`config.mk`:
```
export PLATFORM = sky130hd
export DESIGN_NAME = multicycle_control_unit
export DESIGN_NICKNAME = d
export VERILOG_FILES = /design/src/rtl/cpu_types_pkg.sv /design/src/rtl/datapath_types_pkg.sv /design/src/rtl/mc_instr_decode.sv /design/src/rtl/multicycle_control_unit.sv
export SDC_FILE = /design/constraint.sdc
export NUM_CORES = 1
export LEC_CHECK = 0
export CAP_MARGIN = 20
export CORE_MARGIN = 2
export CORE_UTILIZATION = 23
export DETAILED_ROUTE_END_ITERATION = 10
export REMOVE_ABC_BUFFERS = 1
export SLEW_MARGIN = 10
export SYNTH_ARGS = -nofsm -noshare
export SYNTH_HDL_FRONTEND = slang
export SYNTH_HIERARCHICAL = 1
export SYNTH_SLANG_ARGS = --single-unit
```
`constraint.sdc`:
```
create_clock -name CLK -period 4.8 [get_ports CLK]
set_input_delay 1.44 -clock CLK [delete_from_list [all_inputs] [get_ports CLK]]
set_output_delay 1.44 -clock CLK [all_outputs]
set_load 0.01 [all_outputs]
```
`src/rtl/cpu_types_pkg.sv`:
```
// Purpose: ISA-level encodings shared by the decoders (MIPS opcode and
//          funct fields) and the ALU operation select.
// Contents: opcode_t, funct_t, aluop_t.
package cpu_types_pkg;

    typedef enum logic [5:0] {
        OP_RTYPE = 6'h00,
        OP_J     = 6'h02,
        OP_JAL   = 6'h03,
        OP_BEQ   = 6'h04,
        OP_BNE   = 6'h05,
        OP_ADDI  = 6'h08,
        OP_ADDIU = 6'h09,
        OP_SLTI  = 6'h0A,
        OP_SLTIU = 6'h0B,
        OP_ANDI  = 6'h0C,
        OP_ORI   = 6'h0D,
        OP_XORI  = 6'h0E,
        OP_LUI   = 6'h0F,
        OP_LW    = 6'h23,
        OP_SW    = 6'h2B,
        OP_LL    = 6'h30,
        OP_SC    = 6'h38,
        OP_HALT  = 6'h3F
    } opcode_t;

    typedef enum logic [5:0] {
        FN_SLL  = 6'h00,
        FN_SRL  = 6'h02,
        FN_JR   = 6'h08,
        FN_ADD  = 6'h20,
        FN_ADDU = 6'h21,
        FN_SUB  = 6'h22,
        FN_SUBU = 6'h23,
        FN_AND  = 6'h24,
        FN_OR   = 6'h25,
        FN_XOR  = 6'h26,
        FN_NOR  = 6'h27,
        FN_SLT  = 6'h2A,
        FN_SLTU = 6'h2B
    } funct_t;

    typedef enum logic [3:0] {
        ALU_SLL  = 4'd0,
        ALU_SRL  = 4'd1,
        ALU_ADD  = 4'd2,
        ALU_SUB  = 4'd3,
        ALU_AND  = 4'd4,
        ALU_OR   = 4'd5,
        ALU_XOR  = 4'd6,
        ALU_NOR  = 4'd7,
        ALU_SLT  = 4'd8,
        ALU_SLTU = 4'd9
    } aluop_t;

endpackage

```
`src/rtl/datapath_types_pkg.sv`:
```
// Purpose: multicycle datapath control encodings: sequencer state,
//          ALU B-operand select, PC source select and the instruction
//          class produced by the decoder.
// Contents: mcstate_t, alusrcb_t, pcsrc_t, instr_class_t.
package datapath_types_pkg;

    typedef enum logic [3:0] {
        S_FETCH    = 4'd0,
        S_DECODE   = 4'd1,
        S_EXEC_R   = 4'd2,
        S_EXEC_I   = 4'd3,
        S_EXEC_MEM = 4'd4,
        S_MEM      = 4'd5,
        S_WB       = 4'd6,
        S_BRANCH   = 4'd7,
        S_JUMP     = 4'd8,
        S_JUMPR    = 4'd9,
        S_HALT     = 4'd10
    } mcstate_t;

    typedef enum logic [1:0] {
        SRCB_REG      = 2'd0,
        SRCB_FOUR     = 2'd1,
        SRCB_IMM      = 2'd2,
        SRCB_IMM_SHL2 = 2'd3
    } alusrcb_t;

    typedef enum logic [1:0] {
        PC_ALU    = 2'd0,
        PC_ALUOUT = 2'd1,
        PC_JUMP   = 2'd2,
        PC_JR     = 2'd3
    } pcsrc_t;

    typedef enum logic [3:0] {
        CL_RTYPE   = 4'd0,
        CL_JR      = 4'd1,
        CL_IALU    = 4'd2,
        CL_LW      = 4'd3,
        CL_SW      = 4'd4,
        CL_LL      = 4'd5,
        CL_SC      = 4'd6,
        CL_BEQ     = 4'd7,
        CL_BNE     = 4'd8,
        CL_J       = 4'd9,
        CL_JAL     = 4'd10,
        CL_HALT    = 4'd11,
        CL_ILLEGAL = 4'd12
    } instr_class_t;

endpackage

```
`src/rtl/mc_instr_decode.sv`:
```
// Purpose: combinational instruction classifier for the multicycle control
//          unit. Maps opcode/funct to an instruction class, the ALU op used
//          in the execute step and the immediate extension mode.
// Ports:   i_opcode, i_funct  - IR fields
//          o_class            - instr_class_t (CL_ILLEGAL if undecodable)
//          o_aluop            - ALU operation for EXEC_R / EXEC_I
//          o_extop            - 1 = sign-extend the 16-bit immediate
module mc_instr_decode
    import cpu_types_pkg::*;
    import datapath_types_pkg::*;
#(
    parameter int LLSC_EN = 1
) (
    input  logic [5:0]   i_opcode,
    input  logic [5:0]   i_funct,
    output instr_class_t o_class,
    output aluop_t       o_aluop,
    output logic         o_extop
);

    always_comb begin
        o_class = CL_ILLEGAL;
        o_aluop = ALU_ADD;
        o_extop = 1'b0;
        case (i_opcode)
            OP_RTYPE: begin
                o_class = CL_RTYPE;
                case (i_funct)
                    FN_SLL:          o_aluop = ALU_SLL;
                    FN_SRL:          o_aluop = ALU_SRL;
                    FN_ADD, FN_ADDU: o_aluop = ALU_ADD;
                    FN_SUB, FN_SUBU: o_aluop = ALU_SUB;
                    FN_AND:          o_aluop = ALU_AND;
                    FN_OR:           o_aluop = ALU_OR;
                    FN_XOR:          o_aluop = ALU_XOR;
                    FN_NOR:          o_aluop = ALU_NOR;
                    FN_SLT:          o_aluop = ALU_SLT;
                    FN_SLTU:         o_aluop = ALU_SLTU;
                    FN_JR:           o_class = CL_JR;
                    default:         o_class = CL_ILLEGAL;
                endcase
            end
            OP_ADDI, OP_ADDIU: begin
                o_class = CL_IALU;
                o_aluop = ALU_ADD;
                o_extop = 1'b1;
            end
            OP_SLTI: begin
                o_class = CL_IALU;
                o_aluop = ALU_SLT;
                o_extop = 1'b1;
            end
            OP_SLTIU: begin
                o_class = CL_IALU;
                o_aluop = ALU_SLTU;
                o_extop = 1'b1;
            end
            OP_ANDI: begin
                o_class = CL_IALU;
                o_aluop = ALU_AND;
            end
            // LUI: rs is $0, so OR passes the shifted immediate through
            OP_ORI, OP_LUI: begin
                o_class = CL_IALU;
                o_aluop = ALU_OR;
            end
            OP_XORI: begin
                o_class = CL_IALU;
                o_aluop = ALU_XOR;
            end
            OP_LW: begin
                o_class = CL_LW;
                o_extop = 1'b1;
            end
            OP_SW: begin
                o_class = CL_SW;
                o_extop = 1'b1;
            end
            OP_LL: begin
                if (LLSC_EN != 0) begin
                    o_class = CL_LL;
                    o_extop = 1'b1;
                end
            end
            OP_SC: begin
                if (LLSC_EN != 0) begin
                    o_class = CL_SC;
                    o_extop = 1'b1;
                end
            end
            OP_BEQ: begin
                o_class = CL_BEQ;
                o_aluop = ALU_SUB;
                o_extop = 1'b1;
            end
            OP_BNE: begin
                o_class = CL_BNE;
                o_aluop = ALU_SUB;
                o_extop = 1'b1;
            end
            OP_J:    o_class = CL_J;
            OP_JAL:  o_class = CL_JAL;
            OP_HALT: o_class = CL_HALT;
            default: o_class = CL_ILLEGAL;
        endcase
    end

endmodule

```
`src/rtl/multicycle_control_unit.sv`:
```
// Purpose: multicycle MIPS control FSM. Sequences each instruction through
//          FETCH/DECODE/EXEC/MEM/WB, stalls on ihit/dhit, optional LL/SC and
//          an optional wait-timeout that halts the core.
// Ports:   CLK, nRST (sync, active-low); opcode/funct from IR; ihit/dhit
//          cache handshakes; zero from the ALU (used in BRANCH);
//          iREN/dREN/dWEN memory requests; PCWr/IRWr/RegWr write enables;
//          RegDst/WrLinkReg/MemToReg/ExtOp/ShiftUp/ALUSrcA/ALUSrcB/ALUOp/
//          PCSrc datapath selects; halt (sticky), illegal (pulse),
//          timeout (sticky), state_o (debug).
module multicycle_control_unit
    import cpu_types_pkg::*;
    import datapath_types_pkg::*;
#(
    parameter int LLSC_EN     = 1,
    parameter int TIMEOUT_CYC = 0,
    parameter int TMO_W       = 8
) (
    input  logic       CLK,
    input  logic       nRST,
    input  logic [5:0] opcode,
    input  logic [5:0] funct,
    input  logic       ihit,
    input  logic       dhit,
    input  logic       zero,
    output logic       iREN,
    output logic       dREN,
    output logic       dWEN,
    output logic       PCWr,
    output logic       IRWr,
    output logic       RegWr,
    output logic       RegDst,
    output logic       WrLinkReg,
    output logic       MemToReg,
    output logic       ExtOp,
    output logic       ShiftUp,
    output logic       ALUSrcA,
    output logic [1:0] ALUSrcB,
    output logic [3:0] ALUOp,
    output logic [1:0] PCSrc,
    output logic       halt,
    output logic       illegal,
    output logic       timeout,
    output logic [3:0] state_o
);

    localparam bit               TMO_EN  = (TIMEOUT_CYC != 0);
    localparam logic [TMO_W-1:0] TMO_LIM = TMO_W'(TIMEOUT_CYC);

    mcstate_t         r_state;
    mcstate_t         w_next;
    logic [TMO_W-1:0] r_wait_cnt;
    logic             r_timeout;
    instr_class_t     w_class;
    aluop_t           w_dec_aluop;
    logic             w_dec_extop;
    logic             w_waiting;
    logic             w_tmo_fire;
    logic             w_is_load;
    logic             w_is_store;

    mc_instr_decode #(.LLSC_EN(LLSC_EN)) u_dec (
        .i_opcode (opcode),
        .i_funct  (funct),
        .o_class  (w_class),
        .o_aluop  (w_dec_aluop),
        .o_extop  (w_dec_extop)
    );

    assign w_is_load  = (w_class == CL_LW) || (w_class == CL_LL);
    assign w_is_store = (w_class == CL_SW) || (w_class == CL_SC);

    // A hit on the limit cycle makes w_waiting low, so the hit wins.
    assign w_waiting  = ((r_state == S_FETCH) && !ihit) ||
                        ((r_state == S_MEM)   && !dhit);
    assign w_tmo_fire = TMO_EN && w_waiting && (r_wait_cnt == TMO_LIM);

    always_ff @(posedge CLK) begin
        if (!nRST) begin
            r_state    <= S_FETCH;
            r_wait_cnt <= '0;
            r_timeout  <= 1'b0;
        end else begin
            r_state <= w_next;
            // Any non-waiting cycle (hit or state change) restarts the count
            if (TMO_EN && w_waiting && !w_tmo_fire)
                r_wait_cnt <= r_wait_cnt + TMO_W'(1);
            else
                r_wait_cnt <= '0;
            if (w_tmo_fire)
                r_timeout <= 1'b1;
        end
    end

    always_comb begin
        w_next = r_state;
        case (r_state)
            S_FETCH: begin
                if (ihit)            w_next = S_DECODE;
                else if (w_tmo_fire) w_next = S_HALT;
            end
            S_DECODE: begin
                case (w_class)
                    CL_HALT:                    w_next = S_HALT;
                    CL_J, CL_JAL:               w_next = S_JUMP;
                    CL_BEQ, CL_BNE:             w_next = S_BRANCH;
                    CL_LW, CL_SW, CL_LL, CL_SC: w_next = S_EXEC_MEM;
                    CL_RTYPE:                   w_next = S_EXEC_R;
                    CL_JR:                      w_next = S_JUMPR;
                    CL_IALU:                    w_next = S_EXEC_I;
                    default:                    w_next = S_FETCH;
                endcase
            end
            S_EXEC_R, S_EXEC_I: w_next = S_WB;
            S_EXEC_MEM:         w_next = S_MEM;
            S_MEM: begin
                if (dhit)            w_next = (w_class == CL_SW) ? S_FETCH : S_WB;
                else if (w_tmo_fire) w_next = S_HALT;
            end
            S_WB, S_BRANCH, S_JUMP, S_JUMPR: w_next = S_FETCH;
            S_HALT:  w_next = S_HALT;
            default: w_next = S_FETCH;
        endcase
    end

    // While nRST is low every output shows its reset value, so a reset
    // landing mid-instruction cannot let a pending write through.
    always_comb begin
        iREN      = 1'b0;
        dREN      = 1'b0;
        dWEN      = 1'b0;
        PCWr      = 1'b0;
        IRWr      = 1'b0;
        RegWr     = 1'b0;
        RegDst    = 1'b0;
        WrLinkReg = 1'b0;
        MemToReg  = 1'b0;
        ExtOp     = 1'b0;
        ShiftUp   = 1'b0;
        ALUSrcA   = 1'b0;
        ALUSrcB   = SRCB_FOUR;
        ALUOp     = ALU_ADD;
        PCSrc     = PC_ALU;
        halt      = 1'b0;
        illegal   = 1'b0;
        timeout   = r_timeout && nRST;
        if (!nRST) begin
            iREN = 1'b1;
        end else begin
            case (r_state)
                S_FETCH: begin
                    iREN = 1'b1;
                    IRWr = ihit;
                    PCWr = ihit;
                end
                S_DECODE: begin
                    // Branch target PC + (sext(imm) << 2) into ALUOut
                    ALUSrcB = SRCB_IMM_SHL2;
                    ExtOp   = 1'b1;
                    illegal = (w_class == CL_ILLEGAL);
                end
                S_EXEC_R: begin
                    ALUSrcA = 1'b1;
                    ALUSrcB = SRCB_REG;
                    ALUOp   = w_dec_aluop;
                end
                S_EXEC_I: begin
                    ALUSrcA = 1'b1;
                    ALUSrcB = SRCB_IMM;
                    ALUOp   = w_dec_aluop;
                    ExtOp   = w_dec_extop;
                    ShiftUp = (opcode == OP_LUI);
                end
                S_EXEC_MEM: begin
                    ALUSrcA = 1'b1;
                    ALUSrcB = SRCB_IMM;
                    ExtOp   = 1'b1;
                end
                S_MEM: begin
                    dREN = w_is_load;
                    dWEN = w_is_store;
                end
                S_WB: begin
                    RegWr     = 1'b1;
                    MemToReg  = w_is_load;
                    WrLinkReg = (w_class == CL_LL);
                    RegDst    = (w_class == CL_RTYPE);
                end
                S_BRANCH: begin
                    ALUSrcA = 1'b1;
                    ALUSrcB = SRCB_REG;
                    ALUOp   = ALU_SUB;
                    PCSrc   = PC_ALUOUT;
                    PCWr    = zero ^ (w_class == CL_BNE);
                end
                S_JUMP: begin
                    PCWr  = 1'b1;
                    PCSrc = PC_JUMP;
                    if (w_class == CL_JAL) begin
                        RegWr     = 1'b1;
                        WrLinkReg = 1'b1;
                    end
                end
                S_JUMPR: begin
                    ALUSrcA = 1'b1;
                    PCWr    = 1'b1;
                    PCSrc   = PC_JR;
                end
                S_HALT:  halt = 1'b1;
                default: ;
            endcase
        end
    end

    assign state_o = r_state;

endmodule

```
Yosys cells after proc, flatten, opt, wreduce, memory -nomap -nowiden
Memory sizes are Yosys's and may differ from the RTL's.
Index checks and enable logic that the tools add are counted.
{"block": "op_classes", "n_eq_ne": 48, "n_bitwise": 1, "n_reduce_logical": 19, "muxes": 44}
{"operator": "== test 6 bit, second input constant", "n": 15}
{"operator": "== test 6 x 4 -> 1 bit, second input constant", "n": 9}
{"operator": "case mux 4 bit (11 select lines)", "n": 1}
{"operator": "case mux 4 bit (9 select lines)", "n": 1}
{"operator": "== test 4 x 3 -> 1 bit, second input constant", "n": 7}
{"operator": "case mux 4 bit (7 select lines)", "n": 1}
{"operator": "two-way mux 1 bit", "n": 26}
{"operator": "== test 4 bit, second input constant", "n": 6}
{"operator": "case mux 4 bit (6 select lines)", "n": 1}
{"operator": "== test 6 x 2 -> 1 bit, second input constant", "n": 3}
{"operator": "case mux 4 bit (2 select lines)", "n": 2}
{"operator": "OR reduction 2 bit", "n": 8}
{"operator": "== test 4 x 2 -> 1 bit, second input constant", "n": 3}
{"operator": "== test 6 x 3 -> 1 bit, second input constant", "n": 2}
{"operator": "logical NOT 6 bit", "n": 2}
{"operator": "two-way mux 4 bit", "n": 3}
{"operator": "case mux 2 bit (3 select lines)", "n": 2}
{"operator": "OR reduction 12 bit", "n": 1}
{"operator": "OR reduction 10 bit", "n": 1}
{"operator": "logical NOT 4 bit", "n": 2}
{"operator": "OR reduction 8 bit", "n": 1}
{"operator": "case mux 1 bit (2 select lines)", "n": 3}
{"operator": "OR reduction 5 bit", "n": 1}
{"operator": "== test 4 x 1 -> 1 bit, second input constant", "n": 1}
{"operator": "7 further kinds", "n": 10}
{"block": "word_totals", "reg_bits": 4, "mem_bits_ro": 64, "mem_count": 1}
{"memory": "(name not given)", "depth": 16, "width": 4, "read_ports": 1, "rd_clocked_by_memory_dff": 0, "wr": 0, "line_no": "multicycle_control_unit.sv:102", "source": "case (w_class)"}

Logic depth before layout (Yosys ltp)
{"block": "depth", "ltp_word": 8, "mapped_depth": 11}

Hierarchy
Netlist, hierarchy kept.
{"mod": "multicycle_control_unit", "instances": 1, "area_each_um2": 834.6, "cells_per_inst": 124, "seq_area_each_um2": 80.1}
{"mod": "mc_instr_decode", "instances": 1, "area_each_um2": 411.6, "cells_per_inst": 69, "seq_area_each_um2": 0.0}

Worst setup path before layout
OpenSTA, ideal clock, no wires.
{"block": "synth_timing", "path_type": "input to output", "startpoint": "input opcode[0]", "endpoint": "output PCWr", "arrival_ps": 3574, "setup_slack_ps": -214, "t_required_ps": 3360, "n_path_buf": 1, "path_stages": 10, "cell_sequence": "buf_2 -> or2_1 -> or4_4 -> nand2b_4 -> o211ai_1 -> inv_1 -> ha_1 -> nand3b_1 -> xor2_1 -> o22ai_1"}
{"block": "synth_between", "elab_chain_cells": 7}
{"item": "start, declared", "line_no": "multicycle_control_unit.sv:20", "source": "input logic [5:0] opcode,"}
{"item": "== test 6 x 4 -> 1 bit", "line_no": "mc_instr_decode.sv:25", "source": "case (i_opcode)"}
{"item": "OR reduction 8 bit (no source line)"}
{"item": "case mux 4 bit (11 select lines) (*)", "line_no": "mc_instr_decode.sv:25"}
{"item": "net w_class[0]", "line_no": "multicycle_control_unit.sv:53", "source": "instr_class_t w_class;"}
{"item": "== test 4 bit (*)", "line_no": "multicycle_control_unit.sv:193", "source": "PCWr = zero ^ (w_class == CL_BNE);"}
{"item": "bitwise XOR 1 bit (*)", "line_no": "multicycle_control_unit.sv:193"}
{"item": "case mux 1 bit (3 select lines) (*)", "line_no": "multicycle_control_unit.sv:149", "source": "case (r_state)"}
{"item": "two-way mux 1 bit (*)", "line_no": "multicycle_control_unit.sv:146", "source": "if (!nRST) begin"}
{"item": "end, declared", "line_no": "multicycle_control_unit.sv:28", "source": "output logic PCWr,"}
The timed path passes the listed nets; every way through them passes the cells marked *.

Worst setup path in the final report
{"block": "layout_timing", "startpoint": "input opcode[5]", "endpoint": "output WrLinkReg"}
{"block": "layout_between", "elab_chain_cells": 7}
{"item": "== test 6 x 4 -> 1 bit", "line_no": "mc_instr_decode.sv:25"}
{"item": "OR reduction 8 bit (no source line)"}
{"item": "case mux 4 bit (11 select lines) (*)", "line_no": "mc_instr_decode.sv:25"}
{"item": "net w_class[0]", "line_no": "multicycle_control_unit.sv:53"}
{"item": "== test 4 bit", "line_no": "multicycle_control_unit.sv:198", "source": "if (w_class == CL_JAL) begin"}
{"item": "two-way mux 1 bit", "line_no": "multicycle_control_unit.sv:198"}
{"item": "case mux 1 bit (2 select lines) (*)", "line_no": "multicycle_control_unit.sv:149"}
{"item": "two-way mux 1 bit (*)", "line_no": "multicycle_control_unit.sv:146"}
{"item": "end, declared", "line_no": "multicycle_control_unit.sv:32", "source": "output logic WrLinkReg,"}
Marked as above.

==> flow_summary.ini <==
[status]
status = complete, but fails checks
violations = negative setup slack

[sta]
maxSlewHeadroom_pct = 47.2
clock_skew_ns = 0.00169
report.final.slew_viol_count = 0
period_needed_ns = 5.03
tns_ns = -0.957
worst_pin_slew_ns = 0.791
setup_viol = 8
rsz0062_at_grt = yes
fmax_mhz = 199
fin_crit_sh_pct = 105
hold_violations = 0
hold_ws_ns = 0.850
setup_slack_ns = -0.228

[logic_synthesis]
yosys.area.top_type = dfxtp_1
ys_warn_count = 6
ys_async_sr_fraction_pct = 0
netlist_area_um2 = 1250
ys_top_cells_by_area = dfxtp_1 6.4%, ha_1 6.0%, nor2_1 5.7%
synthCells = 193
synth_ff_type = dfxtp_1
synth_cell_types = 56
synth_seq_area_share_pct = 6.43
syn_area_per_cell_um2 = 6.46
synth_edf_count = 0
synth_top_area_share_pct = 6.43
synth-seq-cells = 4

[critical_path]
path_class = input pin to output pin
cp_top_family = simple AND/OR/NAND/NOR gates
cp_common_cell = buf_6
end_kind = output pin
max_stage_delay_ns = 0.49
required_ns = 3.36
worstPathCellList = buf_6 -> or2_4 -> or4_4 -> nand2b_4 -> o211ai_1 -> inv_1 -> buf_6 -> ha_4 -> nand4b_1 -> nor4_4 -> o21a_1 -> buf_2
critPathBufInv = 4
cp.arrival_ns = 3.59
crit_path_start_kind = input pin
slowest_stage = or4_4
worst-path-max-fanout = 2

[finish]
area_growth_pct = 79.1
num_antenna_cells = 0
final_util_pct = 43.2
drive_above_1_share_pct = 34.5
fillers = 522
largest_reg_flops = 4
nets = 300
final_area_um2 = 2230

[placement]
dpl-instance-area_um2 = 2000
dp_hpwl_um = 3180
gp_congestion = 0.832
port_buffers = 42

[hold_path]
hp-class = flip-flop to flip-flop

[grt]
grtUsageTotal_pct = 14.5
grt_use_met2_pct = 24.8
met1_usage_pct = 18.4
grt_pass1_vias = 1663
antenna_found_initial = 0
globalRoute.busiestLayer = met2
grt_pass1_wl_um = 7380
overflow = 0
grt_use_met3_pct = 2.21
grt_max_degree = 23

[pwr]
p_leak_uw = 0.000927
power_density_nw_per_um2 = 127
total_power_uw = 283
vdd_drop_max_mv = 0.104

[floorplanning]
die_h_um = 77.6
start_util_pct = 24.1
core_area_um2 = 5170
dieArea_um2 = 6020
fp-row-count = 26
io_pins = 44
die_w_um = 77.6

[routing]
drc = 0
vias_per_cell = 4.94
drt_first_pass_iters = 4
drtIter0Drc = 120
wl_um = 4470
wl_per_cell_um = 13.0
final_antenna_net_count = 0
num_vias = 1703

[run]
maxCapViolations = 0

[clock_tree]
root_buffer = clkbuf_8
cts_sinks = 4
numCtsBuffers = 3
path_clk_slew_ns = 0.03
cts_tree = built
cts_max_level = 1
clkLatencyLatePin_ns = 0.22
cts_max_path_buffers = 2
==> metrics by stage <==
| step | setup slack, ns | std cells |
|---|---|---|
| after global routing | -0.338 | 345 |
| after detailed placement | -0.925 | 331 |
| after CTS | -0.199 | 344 |
| after global placement | -0.937 | 331 |
| after floorplan | -0.119 | 178 |
| final | -0.228 | 345 |
==> tightest hold or removal path, delay by kind of cell (launching register included) <==
kind             cells  cell delay, ns
flip-flops           1            0.50
AND/OR/NAND/NOR      3            0.31
==> worst paths after layout <==
kind | start | depth (start not counted) | to | slack [ns]
hold reg to reg | state_o[0]$_SDFFE_PN0P_ | 3 | state_o[0]$_SDFFE_PN0P_ | 0.85
setup / recovery | opcode[5] | 12 | WrLinkReg | -0.23
setup reg to reg | state_o[1]$_SDFFE_PN0P_ | 4 | state_o[1]$_SDFFE_PN0P_ | 3.18
hold / removal | state_o[0]$_SDFFE_PN0P_ | 3 | state_o[0]$_SDFFE_PN0P_ | 0.85
==> Yosys cell counts, types with 2 or more instances <==
library cell and number:
a21oi_1 14, dfxtp_1 4, or2b_1 2, or2_1 2, nor2b_1 7, nor2_1 19
nor3_1 6, or3_1 3, nor4b_1 3, inv_1 8, buf_2 10, o21a_1 3
nand3_1 11, mux2i_1 3, nor4_1 2, nand4_1 2, nand2b_1 5, a21o_1 3
a21boi_0 2, nor3b_1 2, nand2_1 14, nand4b_1 3, o2111ai_1 2, a22oi_1 2
ha_1 6, and3_1 3, a211o_1 3, o22ai_1 3, clkbuf_1 3, nand3b_1 5
o21ai_0 9, o21bai_1 2, o211ai_1 4
==> kinds of logic after synthesis <==
family	synth area share (%)
compound gates	30.2
flops	6.43
buf+inv	8.63
simple gates	44.4
mux	3.31
other cells	0.301
xor+xnor	0.703
fa+ha+maj	6.02
==> per-layer routing <==
metal | wire length, um | up-vias | part of all wire [%]
met5 | 0 | - | 0
met3 | 218 | 9 | 4.9
li1 | - | 873 | -
met2 | 2060 | 47 | 46
met4 | 92 | 0 | 2.1
met1 | 2100 | 774 | 47
==> report_power, final <==
part	total, uW	internal, uW	switching, uW
Clock	70.7	53.4	17.3
Combinational	165	88.3	76.4
Sequential	48.0	35.8	12.2
Total	283	178	106
==> cell type report <==
type	instances	area [um^2]	area share [%]
clock buffers	3	41.3	1.85
inverters	9	33.8	1.51
multi-input cells	165	1210	54.0
flip-flops and latches	4	80.1	3.59
well taps	70	87.6	3.92
repair buffers	94	783	35.1
==> layout by cell type, fill, tap and decap left out, drive strengths merged, types with 4 or more instances in the layout <==
master	count
inv	9
ha	6
dlygate4sd2	4
clkdlybuf4s50	22
dfxtp	4
o211ai	4
buf	65
nand3	11
nor2	19
nand2	14
a21oi	15
nor3	6
nor2b	7
nand3b	5
nand2b	6
o21ai	10
==> repair_timing <==
action | 4_1_cts | 5_1_grt
endpoints found under the setup margin | 13 | 11
resized for setup | 90 | 12
pin swaps | 19 | 14
setup buffers | 10 | 3
hold buffers | 0 | 0
Power figures use the tool's default switching activity.
